`src/rtl/fabric_config_loader.sv`:
```
// fabric_config_loader: streams one word per grid cell into a shadow store, then commits it atomically to the active FU/switchbox config
// Optional checksum word after the last cell when CFG_CHECKSUM_EN is defined
module fabric_config_loader #(
  parameter int NUM_ROWS = 4,
  parameter int NUM_COLS = 4,
  localparam int SEL_W = $clog2(NUM_COLS),
  localparam int CFG_W = 3 + 2 * SEL_W
) (
  input  logic clk,
  input  logic rst,
  input  logic start,
  input  logic abort,
  input  logic cfg_valid,
  input  logic [CFG_W-1:0] cfg_data,
  output logic cfg_ready,
  output logic [NUM_ROWS-1:0][NUM_COLS-1:0][2:0] fu_prog,
  output logic [NUM_ROWS-1:0][NUM_COLS-1:0][2*SEL_W-1:0] sb_prog,
  output logic busy,
  output logic cfg_done,
  output logic cfg_err
);
  localparam int NUM_CELLS = NUM_ROWS * NUM_COLS;
  localparam int IW = $clog2(NUM_CELLS) + 1;
  localparam logic [IW-1:0] LAST = IW'(NUM_CELLS - 1);
  typedef enum logic [1:0] {
    IDLE,
    LOAD,
`ifdef CFG_CHECKSUM_EN
    CHECK,
`endif
    COMMIT
  } state_t;
`ifdef CFG_CHECKSUM_EN
  localparam state_t POST_LOAD = CHECK;
`else
  localparam state_t POST_LOAD = COMMIT;
`endif
  state_t state, nxt;
  logic [IW-1:0] idx;
  logic [CFG_W-1:0] shadow [NUM_CELLS];
  logic [CFG_W-1:0] active [NUM_CELLS];
  logic acc, done;
`ifdef CFG_CHECKSUM_EN
  logic [CFG_W-1:0] csum;
  logic err;
  assign cfg_ready = state == LOAD || state == CHECK;
`else
  assign cfg_ready = state == LOAD;
`endif
  // abort wins over a coincident beat so a cancelled load never touches the shadow
  assign acc = cfg_valid & cfg_ready & ~abort;
  assign busy = state != IDLE;
  assign cfg_done = done;
  always_comb begin
    nxt = state;
    case (state)
      IDLE:    nxt = start ? LOAD : IDLE;
      LOAD:    nxt = abort ? IDLE : (acc && idx == LAST) ? POST_LOAD : LOAD;
`ifdef CFG_CHECKSUM_EN
      CHECK:   nxt = abort ? IDLE : !acc ? CHECK : (cfg_data == csum) ? COMMIT : IDLE;
`endif
      COMMIT:  nxt = IDLE;
      default: nxt = IDLE;
    endcase
  end
  always_ff @(posedge clk) begin
    if (rst) begin
      state <= IDLE;
      idx <= '0;
      done <= 1'b0;
      for (int i = 0; i < NUM_CELLS; i++) begin
        shadow[i] <= '0;
        active[i] <= '0;
      end
    end else begin
      state <= nxt;
      done <= state == COMMIT;
      if (state == IDLE && start) idx <= '0;
      if (state == LOAD && acc) begin
        shadow[idx[IW-2:0]] <= cfg_data;
        idx <= idx + IW'(1);
      end
      if (state == COMMIT) active <= shadow;
    end
  end
`ifdef CFG_CHECKSUM_EN
  always_ff @(posedge clk) begin
    if (rst) begin
      csum <= '0;
      err <= 1'b0;
    end else if (state == IDLE && start) begin
      csum <= '0;
      err <= 1'b0;
    end else if (state == LOAD && acc) csum <= csum ^ cfg_data;
    else if (state == CHECK && acc && cfg_data != csum) err <= 1'b1;
  end
  assign cfg_err = err;
`else
  assign cfg_err = 1'b0;
`endif
  for (genvar r = 0; r < NUM_ROWS; r++) begin : g_r
    for (genvar c = 0; c < NUM_COLS; c++) begin : g_c
      assign {fu_prog[r][c], sb_prog[r][c]} = active[r*NUM_COLS+c];
    end
  end
endmodule

```
`config.mk`:
```
export PLATFORM = sky130hd
export DESIGN_NAME = fabric_config_loader
export DESIGN_NICKNAME = d
export VERILOG_FILES = /design/src/rtl/fabric_config_loader.sv
export SDC_FILE = /design/constraint.sdc
export NUM_CORES = 1
export LEC_CHECK = 0
export ABC_CLOCK_PERIOD_IN_PS = 2200
export CAP_MARGIN = 0
export CORE_ASPECT_RATIO = 1.25
export CORE_MARGIN = 1
export CORE_UTILIZATION = 41
export CTS_BUF_LIST = sky130_fd_sc_hd__clkbuf_2 sky130_fd_sc_hd__clkbuf_4 sky130_fd_sc_hd__clkbuf_8
export CTS_CLUSTER_DIAMETER = 80
export CTS_CLUSTER_SIZE = 40
export DETAILED_ROUTE_END_ITERATION = 12
export SETUP_SLACK_MARGIN = 0.15
export SLEW_MARGIN = 15
export SYNTH_ARGS = -nofsm -noshare
export SYNTH_HDL_FRONTEND = slang
export SYNTH_SLANG_ARGS = --single-unit
```
`constraint.sdc`:
```
create_clock -name clk -period 2.2 [get_ports clk]
set_input_delay 0.33 -clock clk [delete_from_list [all_inputs] [get_ports clk]]
set_output_delay 0.33 -clock clk [all_outputs]
set_load 0.01 [all_outputs]
```
==> metrics.md, run 1 <==
| Metric | Value |
|---|---|
| Routed length per instance | `approximately 15 µm` |
| All-Layer GR Usage | `between 10% and 20%` |
| Arr. time, crit path | `1.59 ns` |
| Most common cell after layout, fill and taps aside | `dfxtp_1` |
| Tmin final | `1.919 ns` |
| Worst VDD drop | `~0.44 mV` |
| Die X | `between 100 and 150 µm` |
| Mapped Cells | `930` |
| Worst Min Path Start | `rst` |
| Layout cells sized above 1 | `~6.3%` |
| Status | `finished, final reports clean` |
| CORE AREA | `20970 µm²` |
| Clk_skew | `0.01861 ns` |
| Slowest-stage cell, CP | `clkdlybuf4s50_1` |
| Pins Over Slew Limit | `0` |
| Initial DRC count | `around 350` |
| Crit path max-delay family | `buffers and inverters` |
| R2R cell count | `3` |
| WP buf/inv | `1` |
| First-pass GRT wire length | `between 30 and 40 mm` |
| Sink Count | `232` |
| Clk pin slew, worst setup/hold paths | `0.18 ns` |
| Hold Path Stages | `2` |
| First-pass DRT Iterations | `4` |
| RSZ-0062 raised after global routing | `false` |
| Initial antenna violation count | `0` |
| Die area | `roughly 22000 µm²` |
| Hold Path End | `sb_prog[62]$_SDFFE_PP0P_` |
| Pin count of the biggest net entering global routing | `approximately 100` |
| Max-cap violation count | `0` |
| Worst r2r dst | `shadow[77]$_SDFFE_PP0P_` |
| Layout Nets | `around 1000` |
| Number of library cell types mapped by synthesis | `31` |
| Total Power Consumption | `about 6.3 mW` |
| Post-Syn Area | `about 8800 µm²` |
| H-tree lvl count | `1` |
| CTS Hold Bufs | `0` |
| Syn Nets | `947` |
| Longest Clk Path Bufs | `3` |
| Critical R2R Launch | `state[1]$_SDFF_PP0_` |
| Crit start category | `register` |
| WS Path Type | `reg2out` |
| Worst Path Max Fanout | `6` |
| CP required | `~1.9 ns` |
| Initial Util | `41.98%` |
| Max Fclk | `between 500 and 600 MHz` |
| Worst-path cell chain | `nor2b_1 -> clkdlybuf4s50_1` |
| CTS tree | `yes` |
| Final TNS setup | `0 ns` |
| Vias per inst | `between 4 and 5` |
| Via count | `6295` |
| Clock Latency Late Sink | `roughly 0.53 ns` |
| P&R area growth vs syn | `19.77%` |
| R2r setup slk | `0.55 ns` |
| Synthesis warning total | `0` |
| CTS buffer count | `11` |
| CP Capture Type | `output pin` |
| Routed Antenna Nets | `0` |
| Leak pwr | `4.148 nW` |
| Power density over the cells | `594.8 nW/µm²` |
| Min-delay worst type | `in2reg` |
| Max stage delay on crit path | `about 0.54 ns` |
| Post-synthesis sequential area ratio | `roughly 53%` |
| Syn avg cell area | `around 9.5 µm²` |
| # setup viols final | `0` |
| Routability cong. | `0.7031` |
| Commonest non-fill, non-tap cells in the layout | `230 x dfxtp_1, 227 x nand2_1, 124 x clkdlybuf4s50_1, 121 x nand2b_1, 114 x a21oi_1` |
| Worst slew pin tran | `~0.51 ns` |
| Routed WL | `between 15 and 20 mm` |
| Row count | `59` |
| Root buf cell | `clkbuf_8` |
| Total grt overflow | `0` |
| Die height | `about 170 µm` |
| Final hold violation count | `0` |
| N_diodes | `0` |
| Yosys reg bits | `around 230` |
| Hpwl dp | `approximately 12 mm` |
| Port bufs | `between 100 and 150` |
| Final worst-path cycle share | `87.22%` |
| Vias in the first global route | `a little under 6000` |
| DRC viols | `0` |
| Relative slew slack | `65.96%` |
| IO Count | `between 100 and 150` |
[worst max-delay path by stage]
stage                              startpoint                       to  slack [ns]  depth (start not counted)
after floorplan           idx[0]$_SDFFE_PP0P_      idx[4]$_SDFFE_PP0P_        0.61                          7
after global placement                  abort  shadow[81]$_SDFFE_PP0P_        0.19                          4
after detailed placement            cfg_valid  shadow[82]$_SDFFE_PP0P_        0.15                          4
after CTS                 state[0]$_SDFF_PP0_                     busy        0.15                          2
after global routing      state[0]$_SDFF_PP0_                cfg_ready        0.22                          2
final                     state[0]$_SDFF_PP0_                cfg_ready        0.28                          2
[what timing repair did]
item	in CTS	in global routing
hold endpoints to repair	0	0
cloned	0	0
resized for setup	2	3
setup endpoints to repair	2	2
buffers inserted	0	4
[state kept, by name, summed over array words and instances (netlist names)]
name,cells
shadow,112
sb_prog,64
fu_prog,48
idx,5
state,2
cfg_done,1
[synth_stat cells]
library cell	count	area (µm²)
conb_1	1	3.750
buf_1	1	3.750
buf_4	3	22.52
a311oi_1	2	17.52
and2b_2	1	8.760
o31ai_1	2	15.01
nand4_2	2	25.02
inv_1	3	11.26
a21boi_0	1	7.510
nand2b_1	122	763.2
nand2_1	227	852.1
ha_1	5	62.56
or2_2	1	6.260
nand3_4	11	192.7
a21oi_1	114	570.6
buf_6	1	11.26
nand4_4	2	42.54
nor2b_1	3	18.77
nand3b_1	3	22.52
nor2_1	4	15.01
nor2_2	1	6.260
and4bb_1	1	12.51
dfxtp_1	232	4644
a41oi_1	1	8.760
a211oi_1	1	7.510
buf_2	24	120.1
nand3_1	1	5.000
buf_12	1	20.02
mux2i_1	112	1121
and3_1	3	18.77
clkbuf_1	44	165.2
[report_power, final]
part / leakage [nW] / internal (mW) / switching (mW) / total, mW
combinational: 2.17 / 0.0927 / 0.143 / 0.236
clock: 0.104 / 0.509 / 1.31 / 1.82
sequential: 1.87 / 4.21 / 0.00477 / 4.21
total: 4.15 / 4.81 / 1.46 / 6.27
[worst reg2reg max path, cell delays in order (launching register included)]
cell and delay, ns:
dfxtp_4 0.40, and4bb_2 0.48, and3_1 0.49, mux2i_1 0.23
[layout make-up]
class                      count  area (µm²)
timing repair buffer         150        1520
sequential                   232        4652
clock inverter                 5       46.29
multi-input combinational    621        3819
inverter                       3       11.26
fill                        2056       10420
clock buffer                  11       151.4
tap                          274       342.8
[logic make-up after synthesis]
group	share of synthesized area [%]
buffers and inverters	4.023
other	0.04260
flip-flops	52.76
AND/OR/NAND/NOR	22.60
adder cells (fa/ha/maj)	0.7107
multiplexers	12.74
AO/OA/AOI/OAI	7.122
[layer usage]
metal,global-route usage (%),up-vias,part of all wire [%]
met5,0,-,0
li1,-,3196,-
met1,24.94,2961,48
met3,1.770,17,3.4
met2,30.05,121,48
met4,3.498,0,1.1
[stage by stage]
stage | worst slack, ns | cells | hold WS, ns | util, % | area [µm²]
floorplan | 0.6088 | 930 | 0.4323 | - | 8802
global placement | 0.1889 | 1276 | 0.4390 | 49.15 | 10300
detailed placement | 0.1458 | 1276 | 0.4447 | 49.15 | 10300
CTS | 0.1537 | 1292 | 0.1393 | 50.11 | 10510
global route | 0.2156 | 1296 | 0.1534 | 50.29 | 10540
finish | 0.2813 | 1296 | 0.1634 | 50.29 | 10540
No activity file was read; power rests on OpenSTA's default activity.
==> run 2: changes to the inputs <==
--- a/constraint.sdc
+++ b/constraint.sdc
@@ -3,2 +3,2 @@
 set_output_delay 0.33 -clock clk [all_outputs]
-set_load 0.01 [all_outputs]
+set_load 0.1 [all_outputs]
==> run 2 against run 1 <==
Compared with the run above: maximum frequency grew 1.4%; worst setup slack better by 0.027 ns; total power up 3.7%; clock skew is 0.020 ns higher; die area stayed put; clock power up 12%; clock-buffer cell count unchanged; global-route usage down 0.56 points; combinational power up 9.7%; cell count fell by 0.39%; largest cell class unchanged; largest power group unchanged.
==> metrics.md, run 2 (synthesis gave the netlist of run 1 again) <==
| Metric | Value |
|---|---|
| H-tree lvl count | `1` |
| Initial Util | `41.98%` |
| Clock Latency Late Sink | `around 0.56 ns` |
| Relative slew slack | `between 60% and 70%` |
| Status | `finished, final reports clean` |
| Routed WL | `19.48 mm` |
| Most common cell after layout, fill and taps aside | `dfxtp_1` |
| Pre-CTS WS | `about 0.18 ns` |
| Longest Clk Path Bufs | `3` |
| Via count | `6210` |
| Post-CTS Setup Bufs | `0` |
| Routed length per instance | `roughly 15 µm` |
| Final worst-path cycle share | `approximately 86%` |
| Placed cell area | `10030 µm²` |
| Max FFs per register | `between 100 and 150` |
| Routed Antenna Nets | `0` |
| Final hold violation count | `0` |
| DRC viols | `0` |
| RSZ-0062 raised after global routing | `false` |
| Sink Count | `around 230` |
| P&R area growth vs syn | `16.89%` |
| Final cell count without fillers | `1291` |
| Initial DRC count | `between 300 and 400` |
| Final TNS setup | `0 ns` |
| N_diodes | `0` |
| Arr. time, crit path | `1.56 ns` |
| Finished Cell Area | `slightly above 10000 µm²` |
| Clk_skew | `just under 0.04 ns` |
| All-Layer GR Usage | `between 15 and 20%` |
| Worst slew pin tran | `~0.55 ns` |
| Leak pwr | `between 4 and 5 nW` |
| Routability cong. | `around 0.71` |
| Hpwl dp | `~12 mm` |
| Row count | `59` |
| Hold slack | `0.1206 ns` |
| Max Fclk | `between 500 and 600 MHz` |
| Fin util | `~49%` |
| # setup viols final | `0` |
| Fin worst setup slack | `between 0.3 and 0.4 ns` |
| Post-Place Cells | `around 1300` |
| Vias per inst | `between 4 and 5` |
| Worst VDD drop | `0.4339 mV` |
| CP required | `1.87 ns` |
| Layout Nets | `between 1000 and 1500` |
| Port bufs | `between 100 and 150` |
| CTS buffer count | `11` |
| Max-cap violation count | `0` |
| CTS Hold Bufs | `0` |
| CTS tree | `yes` |
| Total Power Consumption | `6.506 mW` |
| Pins Over Slew Limit | `0` |
| Vias in the first global route | `between 5000 and 6000` |
| Root buf cell | `clkbuf_8` |
| # resized after CTS | `0` |
| Crit start category | `register` |
| Commonest non-fill, non-tap cells in the layout | `232 x dfxtp_1, 227 x nand2_1, 125 x buf_4, 121 x nand2b_1, 114 x a21oi_1` |
| First-pass GRT wire length | `between 30 and 40 mm` |
| Die area | `22060 µm²` |
| Min-delay worst type | `in2reg` |
| Top reg by flops | `shadow` |
| Layout cells sized above 1 | `17.01%` |
| Worst Path Max Fanout | `8` |
| Die height | `165.8 µm` |
| Tmin final | `~1.9 ns` |
| Power density over the cells | `632.3 nW/µm²` |
| Total grt overflow | `0` |
| Pin count of the biggest net entering global routing | `93` |
| CP Capture Type | `output pin` |
| CORE AREA | `approximately 21000 µm²` |
| Initial antenna violation count | `0` |
| Die X | `around 130 µm` |
| Clk pin slew, worst setup/hold paths | `roughly 0.20 ns` |
| IO Count | `about 130` |
| WS Path Type | `reg2out` |
| First-pass DRT Iterations | `4` |
## run 2: changes by cell type in the layout (fill, tap and decap cells not counted), sizes merged
cell	change
dlymetal6s2s	-1
inv	+2
buf	+109
clkdlybuf4s50	-114
clkinv	-1
## run 2: layout make-up
type / instances / area [µm²]
multi-input cells: 621 / 3821
well taps: 274 / 342.8
flip-flops and latches: 232 / 4644
fillers: 2017 / 10680
clock inverters: 6 / 107.6
repair buffers: 144 / 1210
clock buffers: 11 / 151.4
inverters: 3 / 11.26
## run 2: power breakdown
group | total [mW] | leakage (nW) | switching (mW) | internal, mW
clock | 2.03 | 0.126 | 1.44 | 0.584
combinational | 0.259 | 2.37 | 0.167 | 0.0919
sequential | 4.22 | 1.87 | 0.00612 | 4.21
total | 6.51 | 4.37 | 1.62 | 4.89
## run 2: worst max-delay path, stage by stage, from the launching register on
cell and delay, ns:
dfxtp_1 0.54, nor2b_2 0.19, buf_4 0.29
## run 2: path summary, 6_finish.rpt
kind,start,endpoint,slack (ns),cells past startpoint
worst max-delay path,state[0]$_SDFF_PP0_,cfg_ready,0.31,2
worst min-delay path,rst,fu_prog[8]$_SDFFE_PP0P_,0.12,2
worst max register to register,state[0]$_SDFF_PP0_,shadow[0]$_SDFFE_PP0P_,0.45,4
worst min register to register,sb_prog[57]$_SDFFE_PP0P_,sb_prog[57]$_SDFFE_PP0P_,0.47,2
## run 2: layer usage
layer	up-vias	share of wire [%]	global-route usage (%)
met5	-	0	0
met4	0	1.0	3.398
met3	16	3.5	2.381
met2	103	45	27.70
met1	2910	50	24.91
li1	3181	-	-
